### config.mk
export PLATFORM = sky130hd
export DESIGN_NAME = text_buffer_writer
export DESIGN_NICKNAME = d
export VERILOG_FILES = /design/src/rtl/text_pkg.sv /design/src/rtl/text_cursor.sv /design/src/rtl/text_buffer_writer.sv
export SDC_FILE = /design/constraint.sdc
export NUM_CORES = 1
export LEC_CHECK = 0
export BUFFER_PORTS_ARGS = -buffer_cell sky130_fd_sc_hd__buf_2
export CAP_MARGIN = 10
export CORE_MARGIN = 2
export CORE_UTILIZATION = 50
export DETAILED_ROUTE_END_ITERATION = 16
export GPL_TIMING_DRIVEN = 0
export PLACE_DENSITY_LB_ADDON = 0.2
export SETUP_SLACK_MARGIN = 0.4
export SYNTH_ARGS = -nofsm -noshare
export SYNTH_HDL_FRONTEND = slang
export SYNTH_SLANG_ARGS = --single-unit
export TNS_END_PERCENT = 20
### constraint.sdc
create_clock -name clk -period 5.9 [get_ports clk]
set_clock_uncertainty 0.1 [all_clocks]
set_input_delay 0.295 -clock clk [delete_from_list [all_inputs] [get_ports clk]]
set_output_delay 0.295 -clock clk [all_outputs]
set_load 0.005 [all_outputs]
### src/rtl/text_pkg.sv
// Shared definitions for the character text path: ASCII codes, writer
// states and default screen geometry.
package text_pkg;

    localparam logic [7:0] CH_SPACE  = 8'h20;
    localparam logic [7:0] CH_LF     = 8'h0A;
    localparam logic [7:0] CH_CR     = 8'h0D;
    localparam logic [7:0] CH_BS     = 8'h08;
    localparam logic [7:0] CH_FF     = 8'h0C;
    localparam logic [7:0] PRINT_MIN = 8'h20;
    localparam logic [7:0] PRINT_MAX = 8'h7E;

    localparam int DEFAULT_COLS = 80;
    localparam int DEFAULT_ROWS = 30;

    typedef enum logic [1:0] {
        ST_IDLE     = 2'd0,
        ST_CLR_LINE = 2'd1,
        ST_CLR_ALL  = 2'd2
    } state_e;

endpackage

### src/rtl/text_cursor.sv
// Text cursor: column/row position plus the base address of the current row,
// maintained incrementally so no multiplier is needed to form RAM addresses.
module text_cursor #(
    parameter int COLS      = 80,
    parameter int ROWS      = 30,
    parameter int ADDR_SIZE = 12,
    parameter int COL_W     = $clog2(COLS),
    parameter int ROW_W     = $clog2(ROWS)
) (
    input  logic                 clk,
    input  logic                 reset,
    input  logic                 advance_i,
    input  logic                 newline_i,
    input  logic                 backspace_i,
    input  logic                 home_i,
    output logic [COL_W-1:0]     col_o,
    output logic [ROW_W-1:0]     row_o,
    output logic [ADDR_SIZE-1:0] row_base_o
);

    logic [COL_W-1:0]     col_q, col_d;
    logic [ROW_W-1:0]     row_q, row_d;
    logic [ADDR_SIZE-1:0] base_q, base_d;
    logic                 row_step;

    always_comb begin
        col_d    = col_q;
        row_d    = row_q;
        base_d   = base_q;
        row_step = 1'b0;
        if (home_i) begin
            col_d  = '0;
            row_d  = '0;
            base_d = '0;
        end else if (newline_i) begin
            col_d    = '0;
            row_step = 1'b1;
        end else if (advance_i) begin
            if (col_q == COL_W'(COLS - 1)) begin
                col_d    = '0;
                row_step = 1'b1;
            end else begin
                col_d = col_q + COL_W'(1);
            end
        end else if (backspace_i && (col_q != '0)) begin
            col_d = col_q - COL_W'(1);
        end

        // Bottom row wraps to the top; backspace never wraps upward.
        if (row_step) begin
            if (row_q == ROW_W'(ROWS - 1)) begin
                row_d  = '0;
                base_d = '0;
            end else begin
                row_d  = row_q + ROW_W'(1);
                base_d = base_q + ADDR_SIZE'(COLS);
            end
        end
    end

    always_ff @(posedge clk) begin
        if (!reset) begin
            col_q  <= '0;
            row_q  <= '0;
            base_q <= '0;
        end else begin
            col_q  <= col_d;
            row_q  <= row_d;
            base_q <= base_d;
        end
    end

    assign col_o      = col_q;
    assign row_o      = row_q;
    assign row_base_o = base_q;

endmodule

### src/rtl/text_buffer_writer.sv
// Character stream to text RAM writer: interprets printable and control bytes,
// tracks the cursor and sweeps line / full-screen clears through the write port.
module text_buffer_writer
    import text_pkg::*;
#(
    parameter int DATA_SIZE = 8,
    parameter int ADDR_SIZE = 12,
    parameter int COLS      = DEFAULT_COLS,
    parameter int ROWS      = DEFAULT_ROWS
) (
    input  logic                     clk,
    input  logic                     reset,
    input  logic [DATA_SIZE-1:0]     in_data,
    input  logic                     in_valid,
    output logic                     in_ready,
    output logic                     we,
    output logic [ADDR_SIZE-1:0]     addr_a,
    output logic [DATA_SIZE-1:0]     din_a,
    output logic [$clog2(ROWS)-1:0]  cursor_row,
    output logic [$clog2(COLS)-1:0]  cursor_col,
    output logic                     busy,
    output logic [1:0]               dbg_state_o
);

    localparam int COL_W = $clog2(COLS);
    localparam int ROW_W = $clog2(ROWS);
    localparam int TOTAL = COLS * ROWS;
    localparam logic [ADDR_SIZE-1:0] LINE_LAST   = ADDR_SIZE'(COLS - 1);
    localparam logic [ADDR_SIZE-1:0] SCREEN_LAST = ADDR_SIZE'(TOTAL - 1);
    localparam logic [DATA_SIZE-1:0] SPACE       = DATA_SIZE'(CH_SPACE);

    state_e               state_q;
    logic [ADDR_SIZE-1:0] clr_cnt_q;
    logic                 we_q;
    logic [ADDR_SIZE-1:0] addr_q;
    logic [DATA_SIZE-1:0] din_q;

    logic [COL_W-1:0]     col;
    logic [ROW_W-1:0]     row;
    logic [ADDR_SIZE-1:0] row_base;
    logic [ADDR_SIZE-1:0] cur_addr;
    logic                 accept, is_print, is_nl, is_bs, is_ff;
    logic                 at_last_col, col_zero;
    logic                 adv, nl, bs, home;

    // valid/ready: a byte transfers on a rising edge where in_valid && in_ready;
    // in_ready is high only in IDLE and the upstream holds in_data while it is low.
    assign accept   = in_valid && (state_q == ST_IDLE);
    assign is_print = (in_data >= DATA_SIZE'(PRINT_MIN)) && (in_data <= DATA_SIZE'(PRINT_MAX));
    assign is_nl    = (in_data == DATA_SIZE'(CH_LF)) || (in_data == DATA_SIZE'(CH_CR));
    assign is_bs    = (in_data == DATA_SIZE'(CH_BS));
    assign is_ff    = (in_data == DATA_SIZE'(CH_FF));

    assign at_last_col = (col == COL_W'(COLS - 1));
    assign col_zero    = (col == '0);
    assign cur_addr    = row_base + ADDR_SIZE'(col);

    assign adv  = accept && is_print;
    assign nl   = accept && is_nl;
    assign bs   = accept && is_bs && !col_zero;
    assign home = (state_q == ST_CLR_ALL) && (clr_cnt_q == SCREEN_LAST);

    text_cursor #(
        .COLS      (COLS),
        .ROWS      (ROWS),
        .ADDR_SIZE (ADDR_SIZE)
    ) u_cursor (
        .clk         (clk),
        .reset       (reset),
        .advance_i   (adv),
        .newline_i   (nl),
        .backspace_i (bs),
        .home_i      (home),
        .col_o       (col),
        .row_o       (row),
        .row_base_o  (row_base)
    );

    // The clear counter is zero whenever the FSM sits in IDLE, so entering a
    // clear needs no extra initialisation.
    always_ff @(posedge clk) begin
        if (!reset) begin
            state_q   <= ST_CLR_ALL;
            clr_cnt_q <= '0;
            we_q      <= 1'b0;
            addr_q    <= '0;
            din_q     <= '0;
        end else begin
            we_q <= 1'b0;
            case (state_q)
                ST_IDLE: begin
                    if (adv) begin
                        we_q   <= 1'b1;
                        addr_q <= cur_addr;
                        din_q  <= in_data;
                        if (at_last_col) state_q <= ST_CLR_LINE;
                    end else if (nl) begin
                        state_q <= ST_CLR_LINE;
                    end else if (bs) begin
                        we_q   <= 1'b1;
                        addr_q <= cur_addr - ADDR_SIZE'(1);
                        din_q  <= SPACE;
                    end else if (accept && is_ff) begin
                        state_q <= ST_CLR_ALL;
                    end
                end
                ST_CLR_LINE: begin
                    we_q   <= 1'b1;
                    addr_q <= row_base + clr_cnt_q;
                    din_q  <= SPACE;
                    if (clr_cnt_q == LINE_LAST) begin
                        clr_cnt_q <= '0;
                        state_q   <= ST_IDLE;
                    end else begin
                        clr_cnt_q <= clr_cnt_q + ADDR_SIZE'(1);
                    end
                end
                ST_CLR_ALL: begin
                    we_q   <= 1'b1;
                    addr_q <= clr_cnt_q;
                    din_q  <= SPACE;
                    if (clr_cnt_q == SCREEN_LAST) begin
                        clr_cnt_q <= '0;
                        state_q   <= ST_IDLE;
                    end else begin
                        clr_cnt_q <= clr_cnt_q + ADDR_SIZE'(1);
                    end
                end
                default: state_q <= ST_IDLE;
            endcase
        end
    end

    assign in_ready    = (state_q == ST_IDLE);
    assign busy        = (state_q == ST_CLR_LINE) || (state_q == ST_CLR_ALL);
    assign we          = we_q;
    assign addr_a      = addr_q;
    assign din_a       = din_q;
    assign cursor_row  = row;
    assign cursor_col  = col;
    assign dbg_state_o = state_q;

endmodule
==> Yosys cells after proc, flatten, opt, wreduce, memory -nomap -nowiden <==
Cells that the tools add are included.
W data, S select, Z words.
{ "totals": {"out_inout_bits": 37, "regBits": 59, "word_cells": 97, "inputBits": 11} }
{ "op_classes": {"reduce_logical": 25, "addsub": 8, "bitwise_logic": 1, "n_mux": 36, "n_eq_ne": 17, "magnitude_cmp": 2} }
{ "ops": {"columns": ["cell", "count"], "rows": [
  ["$mux W12", 8],
  ["$pmux W12 S3", 1],
  ["$eq A8 B4 Y1 const B", 4],
  ["$mux W8", 3],
  ["$pmux W12 S2", 1],
  ["$mux W7", 3],
  ["$pmux W8 S2", 1],
  ["$mux W5", 3],
  ["$mux W2", 7],
  ["$add A12 B1 Y12 const B", 1],
  ["$add A12 B12 Y12", 1],
  ["$add A12 B7 Y12", 1],
  ["$add A12 B7 Y12 const B", 1],
  ["$eq A12 B12 Y1 const B", 1],
  ["$eq A12 B7 Y1 const B", 1],
  ["$sub A12 B1 Y12 const B", 1],
  ["$logic_and A1 B1 Y1", 9],
  ["$ge A8 B6 Y1 const B", 1],
  ["$le A8 B7 Y1 const B", 1],
  ["$reduce_bool A2 Y1", 4],
  ["$add A7 B1 Y7 const B", 1],
  ["$eq A7 B7 Y1 const B", 1],
  ["$logic_not A7 Y1", 1],
  ["$mux W1", 7],
  ["23 further kinds", 26]
]} }

==> Logic depth before layout (Yosys ltp) <==
Gate-level depths: netlist of run 1.
{ "depth": {"word_depth": 8, "mapped_depth": 11, "mapped_depth_nobuf": 8} }

==> Hierarchy <==
Synthesis of run 1 repeated with hierarchy kept, for this count alone.
{ "hier_totals": {"cells_unflattened": 527, "area_unflattened_um2": 4360.4} }
{ "modules_own_cells": {"columns": ["mod", "area_per_inst_um2", "seq_area_each_um2", "n_inst", "cells_each"], "rows": [
  ["text_buffer_writer", 3080.5, 700.7, 1, 364],
  ["text_cursor", 1280.0, 400.4, 1, 163]
]} }

==> Least setup slack after synthesis of run 1 <==
Ideal clock, no wire load.
{ "synth_timing": {"path_kind": "reg2reg", "startpoint": "reg u_cursor.col_q[5] (netlist: u_cursor.col_o[5])", "endpoint": "reg addr_q[9] (netlist: addr_a[9])", "synth_period_minus_slack_ps": 2432, "n_path_buf": 1, "setup_time_ps": 101, "arrival_ps": 2231, "path_stages_with_launch": 9, "required_ps": 5699, "setup_slack_ps": 3468, "path_cell_list": "dfxtp_1 -> ha_1 -> clkbuf_1 -> a21o_1 -> a21oi_1 -> and2_1 -> mux2i_1 -> mux2_1 -> o41ai_1"} }
{ "synth_between": {"elab_chain_len": 6, "word_cells_on_any_way": 11, "cone_classes": "2 x add/sub; 1 x eq/ne; 4 x mux; 4 x reduce/logical"} }
{ "synth_lines": {"columns": ["element", "line_no", "source"], "rows": [
  ["from (decl)", "text_cursor.sv:21", "logic [COL_W-1:0] col_q, col_d;"],
  ["from (signal assigned)", "text_cursor.sv:67", "col_q <= col_d;"],
  ["$add A12 B7 Y12", "text_buffer_writer.sv:56", "assign cur_addr = row_base + ADDR_SIZE'(col);"],
  ["$sub A12 B1 Y12", "text_buffer_writer.sv:101", "addr_q <= cur_addr - ADDR_SIZE'(1);"],
  ["$mux W12", "text_buffer_writer.sv:99", "end else if (bs) begin"],
  ["$mux W12", "text_buffer_writer.sv:97", "end else if (nl) begin"],
  ["$mux W12", "text_buffer_writer.sv:92", "if (adv) begin"],
  ["$pmux W12 S3", "text_buffer_writer.sv:90", "case (state_q)"],
  ["to (signal assigned)", "text_buffer_writer.sv:94", "addr_q <= cur_addr;"],
  ["to (signal assigned)", "text_buffer_writer.sv:101", null],
  ["to (signal assigned)", "text_buffer_writer.sv:109", "addr_q <= row_base + clr_cnt_q;"],
  ["to (decl)", "text_buffer_writer.sv:35", "logic [ADDR_SIZE-1:0] addr_q;"]
]} }
Several ways; a longest one is shown, not always the timed one. The select of a mux whose other input is x is not followed.
A chain may end at the register's enable or synchronous reset.

==> Worst setup path after layout of run 1 <==
{ "layout_timing": {"startpoint": "reg state_q[0] (netlist: dbg_state_o[0])", "endpoint": "reg addr_q[4] (netlist: addr_a[4])"} }
{ "layout_between": {"elab_chain_len": 6, "word_cells_on_any_way": 14, "cone_classes": "4 x eq/ne; 2 x mux; 8 x reduce/logical"} }
{ "layout_lines": {"columns": ["element", "line_no", "source"], "rows": [
  ["from (decl)", "text_buffer_writer.sv:32", "state_e state_q;"],
  ["from (signal assigned)", "text_buffer_writer.sv:83", "state_q <= ST_CLR_ALL;"],
  ["from (signal assigned)", "text_buffer_writer.sv:96", "if (at_last_col) state_q <= ST_CLR_LINE;"],
  ["from (signal assigned)", "text_buffer_writer.sv:98", "state_q <= ST_CLR_LINE;"],
  ["$logic_not A2 Y1", "text_buffer_writer.sv:48, text_buffer_writer.sv:90", null],
  ["$logic_and A1 B1 Y1", "text_buffer_writer.sv:48", "assign accept = in_valid && (state_q == ST_IDLE);"],
  ["$logic_and A1 B1 Y1 (2 in series)", "text_buffer_writer.sv:60", "assign bs = accept && is_bs && !col_zero;"],
  ["$ne A3 B1 Y1 (no line)", null, null],
  ["$reduce_and A3 Y1 (no line)", null, null]
]} }
Several ways; a longest one is shown, not always the timed one.

==> metrics, run 1 <==
via count=3633; Overflow after GRT=0; Sink Count=55; CORE AREA=0.00714 mm^2; CTS Buffer Depth=2; largest net degree at the start of global routing=18; hpwl dp=7.41 mm; first-pass GRT wire length=15.4 mm; CTS tree=done; Setup CP Type=reg -> reg; Synth Register Bits=55; synthesized area per cell=8.10 um^2; Critical Path End Type=flip-flop; layout cell share with drive strength beyond 1=14.5%; met2 routed WL=4.63 mm; Die H=89.2 um; max-slew violations=0; Yosys cell types=67; clock tree root buffer cell=clkbuf_8; most common cell after layout, fill and taps aside=nor2_1; initial antenna violation count=0; I/O pins=48; DRC viols=0; Worst EP arrival=3.33 ns; Max-Cap Viols=0; worst slew pin tran=0.726 ns; Period minus WS final=3.18 ns; post-CTS setup buffer count=0; final hold violation count=0; fraction of registers with async set/reset=0%; vias in the first global route=3107; worst hold-check path type=in -> reg; Syn Nets=480; CTS Buf Count=5; maximum VDD drop=127 uV; Chip Width=89.2 um; most frequent cells in the layout=nor2_1 (56), dfxtp_1 (55), buf_2 (52), nand2_1 (33), a21oi_1 (25); Power Dens Cells=263 mW/mm^2; antenna cells=0; row count=31; IO buf count=47; Hold WS=0.250 ns; DR top layer=met4; Area Growth Syn to Fin=12.3%; clock-pin slew on the worst setup and hold paths=0.11 ns; cell count after synthesis=448; final setup margin=2.72 ns; Hold-fix buffers, CTS=0; Post-synth top flop=dfxtp_1; Pwr Total=1070 uW; Fillers=722; post-cts resize count=0; Ys Warns=0; total global-route track usage=24.5%; initial DRC count=260; Req. time, crit path=6.04 ns; number of synthesized flops with an enable pin=0; met1 WL=4.46 mm; crit start category=flip-flop; Pleak=0.00174 uW; Slew headroom=50.9%; DRT Wirelength=9.88 mm; die area=0.00796 mm^2; post-synthesis sequential area ratio=30.3%; Sequential Area=0.00110 mm^2; Final ANT Viol Nets=0; Final Util=57.1%; Post-Syn Area=0.00363 mm^2; Avg Vias per Cell=6.03; RSZ-0062 raised after global routing=false; pre-CTS worst setup slack=2.83 ns; H-tree depth=2; Finish-stage setup viols=0; Multi-input gate area=0.00234 mm^2; setup tns final=0 ns; CP max FO=10; final cycle utilization of the critical path=54.0%; Placer Congestion=0.958; clk_lat worst skew=0.32 ns; Initial Util=50.9%; DRT Pass-1 Iters=5; status=finished clean; metal3 WL=630 um; wire per inst=16.4 um; Nets=534; fmax=0.314 GHz
[metal layers]
layer  vias up  track usage [%]
met5         -                0
met4         0             4.88
met3        20             2.86
met2       151             40.7
met1      1712             34.6
li1       1750                -
[flip-flops by register name (all words and copies together) (netlist names)]
register             count
we                       1
clr_cnt_q               12
din_a                    8
u_cursor.row_o           5
u_cursor.col_o           7
addr_a                  12
dbg_state_o              2
u_cursor.row_base_o      8
[power by group]
group	total, uW	internal, uW	switching, uW
sequential	442	412	29.4
clock	219	85.8	133
combinational	413	157	257
total	1070	655	420
[cell type report]
| cell class | count | share of cell area (%) |
|---|---|---|
| timing repair buffer | 47 | 5.77 |
| tap | 99 | 3.04 |
| inverter | 16 | 1.47 |
| clock buffer | 6 | 1.78 |
| clock inverter | 2 | 0.399 |
| sequential | 55 | 27.0 |
| multi-input combinational | 350 | 57.3 |
| buffer | 27 | 3.19 |
[path summary, 6_finish.rpt]
path / from / end / slack, ns / cells past startpoint
hold reg to reg: addr_a[4] / addr_a[4] / 0.37 / 2
setup / recovery: dbg_state_o[0] / addr_a[4] / 2.72 / 10
hold / removal: reset / din_a[5] / 0.25 / 3
setup reg to reg: dbg_state_o[0] / addr_a[4] / 2.72 / 10
[logic make-up after synthesis]
group                    share of synthesized area, %
AO/OA/AOI/OAI                                    22.5
XOR/XNOR                                         6.76
adder cells (fa/ha/maj)                          7.24
buffers and inverters                            5.24
flip-flops                                       30.3
multiplexers                                     3.17
AND/OR/NAND/NOR                                  24.7
[synth_stat cells (3+ instances only)]
cell | instances | area, um^2
o21a_1 | 6 | 45.0
clkbuf_1 | 16 | 60.1
ha_1 | 21 | 263
xnor2_1 | 14 | 123
nor2b_1 | 4 | 25.0
a311oi_1 | 4 | 35.0
buf_2 | 5 | 25.0
o211a_1 | 4 | 40.0
o22a_1 | 3 | 26.3
dfxtp_1 | 55 | 1100
a221o_1 | 4 | 40.0
nor4_1 | 3 | 18.8
inv_1 | 16 | 60.1
and2_1 | 3 | 18.8
nor2_1 | 56 | 210
a22oi_1 | 3 | 22.5
a21oi_1 | 25 | 125
nor3_1 | 13 | 65.1
nor4b_1 | 7 | 61.3
nand4_1 | 6 | 37.5
a31oi_1 | 6 | 37.5
o31ai_1 | 4 | 30.0
buf_1 | 3 | 11.3
and3_1 | 7 | 43.8
o41ai_1 | 3 | 26.3
nand2b_1 | 4 | 25.0
a211oi_1 | 4 | 30.0
or3_1 | 4 | 25.0
nand2_1 | 33 | 124
o211ai_1 | 9 | 67.6
a2111oi_0 | 3 | 26.3
o21ai_0 | 10 | 50.1
nand3_1 | 24 | 120
a221oi_1 | 4 | 35.0
mux2i_1 | 7 | 70.1
xor2_1 | 14 | 123
a21o_1 | 3 | 22.5
mux2_2 | 3 | 33.8
[worst max-delay path: stages (launching register included)]
cell      delay, ns
dfxtp_1        0.37
inv_1          0.11
ha_1           0.18
clkbuf_1       0.36
nand3b_1       0.16
a211oi_1       0.43
a41oi_2        0.19
a21oi_1        0.60
buf_2          0.33
o211ai_1       0.12
a21oi_1        0.15
[through the flow]
stage / std cells / area [um^2]
after floorplan: 448 / 3630
after global placement: 594 / 3990
after detailed placement: 594 / 3990
after CTS: 602 / 4080
after global routing: 602 / 4080
final: 602 / 4080
Note: power is estimated with default switching activity, not from simulation.
==> inputs of run 2 (changes only) <==
Clock period 5.9 ns to 3.2 ns, I/O delays scaled along.
==> run 2 against run 1 <==
Worst setup slack got worse by 2.3 ns; register-to-register slack worse by 2.3 ns; clock power increased by 84%; hold slack lost 0.14 ns; utilization grew 0.51 points; combinational power increased by 88%; non-clock buffer count is the same; sequential power increased by 84%; critical path type unchanged; highest routed layer unchanged.
==> metrics, run 2 (synthesis gave the netlist of run 1 again) <==
Pwr Total=2000 uW (+86%); die area=0.00796 mm^2 (unchanged); Slew headroom=54.9% (+4.0 points); final hold violation count=0 (unchanged); Min-Delay Startpoint=reset; max-slew violations=0 (unchanged); Die H=89.2 um (unchanged); CTS tree=done; critical path cell sequence=inv_1 > ha_1 > clkbuf_2 > nand3b_1 > a211o_1 > nand3_1 > mux2i_1 > mux2_1 > o41ai_1; post-CTS setup buffer count=0 (unchanged); most common cell after layout, fill and taps aside=nor2_1; Req. time, crit path=3.31 ns (-2.73 ns); clk_lat worst skew=0.32 ns (about the same); RSZ-0062 raised after global routing=true; Max-Cap Viols=0 (unchanged); RR Startpoint=dbg_state_o[0]; total global-route track usage=24.6% (+0.076 points); DRC viols=0 (unchanged); Finish-stage setup viols=0 (unchanged); largest net degree at the start of global routing=18 (unchanged); Initial Util=50.9% (unchanged); CTS Buffer Depth=2 (unchanged); CP max stage cell=a211o_1; row count=31 (unchanged); DRT Wirelength=9.85 mm (-0.25%); via count=3603 (-0.83%); Overflow after GRT=0 (unchanged); Setup CP Type=reg -> reg; crit start category=flip-flop; Fillers=718 (-0.55%); worst hold-check path type=in -> reg; CTS Buf Count=5 (unchanged); fmax=0.359 GHz (+14%); hpwl dp=7.41 mm (unchanged); clock tree root buffer cell=clkbuf_8; H-tree depth=2 (unchanged); most frequent cells in the layout=nor2_1 (56), dfxtp_1 (54), buf_2 (52), nand2_1 (33), nand3_1 (24); CP max FO=9 (-1); IO buf count=47 (unchanged); Nets=534 (unchanged); layout cell share with drive strength beyond 1=15.9% (+1.4 points); DRT Pass-1 Iters=5 (unchanged); antenna cells=0 (unchanged); I/O pins=48 (unchanged); final cycle utilization of the critical path=86.9% (+33 points); CORE AREA=0.00714 mm^2 (unchanged); vias in the first global route=3118 (+0.35%); max incr delay on CP=0.37 ns (-0.23 ns); Hold WS=0.111 ns (-0.139 ns); dpl cells=594 (unchanged); initial antenna violation count=0 (unchanged); post-cts resize count=4 (+4); Final ANT Viol Nets=0 (unchanged); status=finished clean; worst slew pin tran=0.667 ns (-0.0588 ns); first-pass GRT wire length=15.5 mm (+0.27%); Sink Count=55 (unchanged); Hold-fix buffers, CTS=0 (unchanged); Pleak=0.00176 uW (+0.82%); maximum VDD drop=233 uV (+84%); setup tns final=0 ns (unchanged); Worst Path Buf+Inv=2 (-1); Period minus WS final=2.78 ns (-0.403 ns); Critical Path End Type=flip-flop; Critical Path Source=dbg_state_o[0]; final std cells w/o fill=602 (unchanged); Power Dens Cells=485 mW/mm^2 (+84%); clock-pin slew on the worst setup and hold paths=0.11 ns (about the same); initial DRC count=296 (+14%); Placer Congestion=0.958 (unchanged); Final Util=57.6% (+0.51 points); Avg Vias per Cell=5.99 (-0.83%); CP delay by family, top=compound AO/OA/AOI/OAI gates; Chip Width=89.2 um (unchanged); Area Growth Syn to Fin=13.3%; wire per inst=16.4 um (-0.25%); Worst EP arrival=2.89 ns (-0.44 ns)
[run 2: path summary, 6_finish.rpt]
check	slack (ns)	end	cells past startpoint
setup / recovery	0.42	addr_a[9]	9
setup reg to reg	0.42	addr_a[9]	9
hold / removal	0.11	din_a[5]	3
hold reg to reg	0.37	addr_a[4]	2
[run 2: area by class of cell]
cell class	count	area [um^2]	area share [%]
multi-input combinational	350	2370	57.6
sequential	55	1100	26.8
timing repair buffer	47	235	5.72
buffer	27	134	3.25
tap	99	124	3.01
clock buffer	6	72.6	1.76
inverter	16	60.1	1.46
clock inverter	2	16.3	0.395
[run 2: worst min-delay path, cell delays in order]
cell      delay, ns
buf_2          0.14
inv_1          0.13
a311oi_1       0.06
[run 2: per-stage QoR]
stage / cell area, um^2 / setup slack [ns]
after floorplan: 3630 / 0.768
after global placement: 3990 / 0.191
after detailed placement: 3990 / 0.135
after CTS: 4090 / 0.453
after global routing: 4110 / 0.284
final: 4110 / 0.418
[run 2: routing by layer]
layer  track usage (%)  wire length [um]  vias to the layer above
li1                  -                 -                     1754
met1              34.8              4540                     1712
met2              40.7              4650                      122
met3              2.86               528                       15
met4              4.88               131                        0
met5                 0                 0                        -
[run 2: report_power, final]
group	leakage [uW]	switching, uW	total, uW	internal [uW]
logic	0.00127	483	778	295
registers	0.000447	54.1	815	760
clock network	0.0000418	245	403	158
total	0.00176	782	2000	1210
==> inputs of run 3 (changes only) <==
Settings changed: ABC_AREA from default to 1.
==> run 3 against run 2 <==
Utilization up 0.37 points; sequential share of layout area down 0.63 points; flip-flop and latch count unchanged; critical path depth grew 5; first-iteration DRC count fell by 8.4%; hold slack got worse by 0.095 ns; non-clock buffer count down 10; clock power rose by 11%; synthesized area rose by 2.8%; total power decreased by 25%; final area up 2.3%; worst setup slack improved by 0.44 ns.
==> metrics, run 3 <==
status=finished clean; Setup CP Type=reg -> reg; final hold violation count=0 (unchanged); Yosys cell types=41 (-39%); CTS Buffer Depth=2 (unchanged); Placement Cell Area=0.00409 mm^2 (+2.5%); total global-route track usage=25.6% (+1.0 points); final cycle utilization of the critical path=73.2% (-14 points); H-tree depth=2 (unchanged); fraction of registers with async set/reset=0% (unchanged); Finish-stage setup viols=0 (unchanged); layout cell share with drive strength beyond 1=12.2% (-3.7 points); Compound-Gate Fraction of Synth Area=16.2% (-6.3 points); Worst EP arrival=2.47 ns (-0.42 ns); hpwl dp=8.15 mm (+10%); most common cell after layout, fill and taps aside=nand2_1; Final Cell Area=0.00421 mm^2 (+2.3%); Nets=679 (+27%); synth top area cells=dfxtp_1 (30%), nand2_1 (15%), inv_1 (7.2%); Final ANT Viol Nets=0 (unchanged); die area=0.00817 mm^2 (+2.7%); Die H=90.4 um (+1.3%); antenna cells=0 (unchanged); Syn Nets=623 (+30%); CTS tree=done; largest net degree at the start of global routing=21 (+3); Max-Cap Viols=0 (unchanged); Clk network pwr share=30.0% (+9.8 points); Avg Vias per Cell=5.38 (-10%); row count=31 (unchanged); switching part of the total=33.4% (-5.8 points); Ys Warns=0 (unchanged); maximum VDD drop=215 uV (-7.6%); met1 WL=4.99 mm (+9.9%); sequential share of power=49.9% (+9.1 points); Critical Path End Type=flip-flop; main combinational cell family by area after synthesis=simple AND/OR/NAND/NOR gates; Pwr Total=1490 uW (-25%); clk_lat worst skew=0.33 ns (about the same); P_sw=498 uW (-36%); clock-pin slew on the worst setup and hold paths=0.12 ns (about the same); crit start category=flip-flop; wire per inst=14.2 um (-13%); initial DRC count=271 (-8.4%); CTS Buf Count=5 (unchanged); Commonest cells post-synth=nand2_1 (152), inv_1 (72), nor2_1 (61); final std cells w/o fill=747 (+24%); RSZ-0062 raised after global routing=false; cell count after synthesis=591 (+32%); clock tree root buffer cell=clkbuf_8; post-cts resize count=0 (-4); internal power=994 uW (-18%); Placer Congestion=0.894 (-6.7%); met2 routed WL=4.76 mm (+2.3%); Post-Syn Area=0.00373 mm^2 (+2.8%); Combinational Power Share=20.1% (-19 points); Chip Width=90.4 um (+1.3%); most frequent cell after synthesis=nand2_1; worst hold-check path type=in -> reg; DRC viols=0 (unchanged); Post-synth top flop=dfxtp_1; Synth top area share=29.5% (-0.82 points); Slew headroom=56.8% (+1.9 points); synthesized area per cell=6.31 um^2 (-22%); Area Growth Syn to Fin=12.8%; fmax=0.427 GHz (+19%); Synth Register Bits=55 (unchanged); number of synthesized flops with an enable pin=0 (unchanged); Hold-fix buffers, CTS=2 (+2); Period minus WS final=2.34 ns (-0.438 ns); DRT Wirelength=10.6 mm (+7.9%); post-synthesis sequential area ratio=29.5% (-0.82 points); max-slew violations=0 (unchanged); dpl cells=737 (+24%); CORE AREA=0.00725 mm^2 (+1.6%); Synth Area in Simple Gates=34.0% (+9.3 points); adder-cell share of the synthesized area=7.04% (-0.20 points); initial antenna violation count=0 (unchanged); DRT Pass-1 Iters=5 (unchanged); worst slew pin tran=0.648 ns (-0.0190 ns); post-CTS setup buffer count=0 (unchanged); CP max FO=10 (+1); IO buf count=47 (unchanged); xor and xnor area share after synthesis=2.82% (-3.9 points); DR top layer=met4; leading area contributor after synthesis=dfxtp_1; Pleak=0.00201 uW (+14%); metal3 WL=656 um (+24%); first-pass GRT wire length=17.2 mm (+11%); setup tns final=0 ns (unchanged); Req. time, crit path=3.33 ns (+0.02 ns); multiplexer area fraction after synthesis=0% (-3.2 points); Power Dens Cells=355 mW/mm^2 (-27%); Sink Count=55 (unchanged); I/O pins=48 (unchanged); Overflow after GRT=0 (unchanged); Initial Util=51.4% (+0.58 points); via count=4019 (+12%); vias in the first global route=3569 (+14%); most frequent cells in the layout=nand2_1 (152), inv_1 (72), nor2_1 (61), dfxtp_1 (55)
==> run 3: cell types whose count changed after synthesis, moves of 6 or more <==
cell | before | now
nand2_1 | 33 | 152
inv_1 | 16 | 72
o21ai_0 | 10 | 44
nand3_1 | 24 | 51
a21oi_1 | 25 | 51
xnor2_1 | 14 | 1
o211ai_1 | 9 | 0
clkbuf_1 | 16 | 8
mux2i_1 | 7 | 0
nor4b_1 | 7 | 0
and3_1 | 7 | 1
==> run 3: cells by family after synthesis <==
group,count (synthesis)
adders and majority gates,21
AOI/OAI and AO/OA,112
DFF,55
buffers and inverters,94
and+or+nand+nor,297
xor gates and xnor gates,12
==> run 3: metal layers <==
| metal | track usage (%) | up-vias |
|---|---|---|
| met2 | 41.5 | 135 |
| li1 | - | 2038 |
| met1 | 35.7 | 1829 |
| met4 | 7.05 | 0 |
| met3 | 3.67 | 17 |
| met5 | 0 | - |
==> run 3: path summary, 6_finish.rpt <==
path	startpoint	end	slack, ns	cells past startpoint
setup / recovery	dbg_state_o[0]	u_cursor.row_o[0]	0.86	14
hold / removal	in_data[1]	din_a[1]	0.02	3
setup reg to reg	dbg_state_o[0]	u_cursor.row_o[0]	0.86	14
hold reg to reg	din_a[7]	din_a[7]	0.35	2
==> run 3: per-stage QoR <==
step | setup WS (ns) | hold WS [ns] | util [%]
2_1_floorplan | 1.16 | 0.185 | -
3_3_place_gp | 0.880 | 0.321 | 56.4
3_5_place_dp | 0.850 | 0.334 | 56.4
4_1_cts | 0.848 | 0.0129 | 58.0
5_1_grt | 0.577 | 0.0284 | 58.0
6_report | 0.857 | 0.0155 | 58.0
==> run 3: worst max-delay path, stage by stage, from the launching register on <==
cell and delay [ns]:
dfxtp_1 0.42, inv_1 0.09, ha_1 0.23, nand2_1 0.15, nor2_1 0.06, nand2_1 0.07
clkinv_1 0.09, nand2_4 0.14, inv_4 0.07, nand2_1 0.11, nand2_1 0.09, nand3_1 0.22
inv_2 0.16, o21ai_0 0.19, a21oi_1 0.06
==> run 3: final cells by class <==
| class | instances | area (um^2) |
|---|---|---|
| clock inverters | 3 | 28.8 |
| repair buffers | 49 | 255 |
| well taps | 99 | 124 |
| inverters | 79 | 299 |
| plain buffers | 15 | 88.8 |
| flip-flops and latches | 55 | 1100 |
| multi-input cells | 442 | 2240 |
| clock buffers | 5 | 68.8 |
| fillers | 744 | 3050 |
==> run 3: power by group through the flow <==
stage / logic, uW / registers (uW) / clock network (uW)
after floorplan: 188 / 758 / 0
after global placement: 289 / 759 / 0
after detailed placement: 291 / 760 / 0
after CTS: 295 / 744 / 444
after global routing: 331 / 749 / 469
final: 300 / 745 / 448
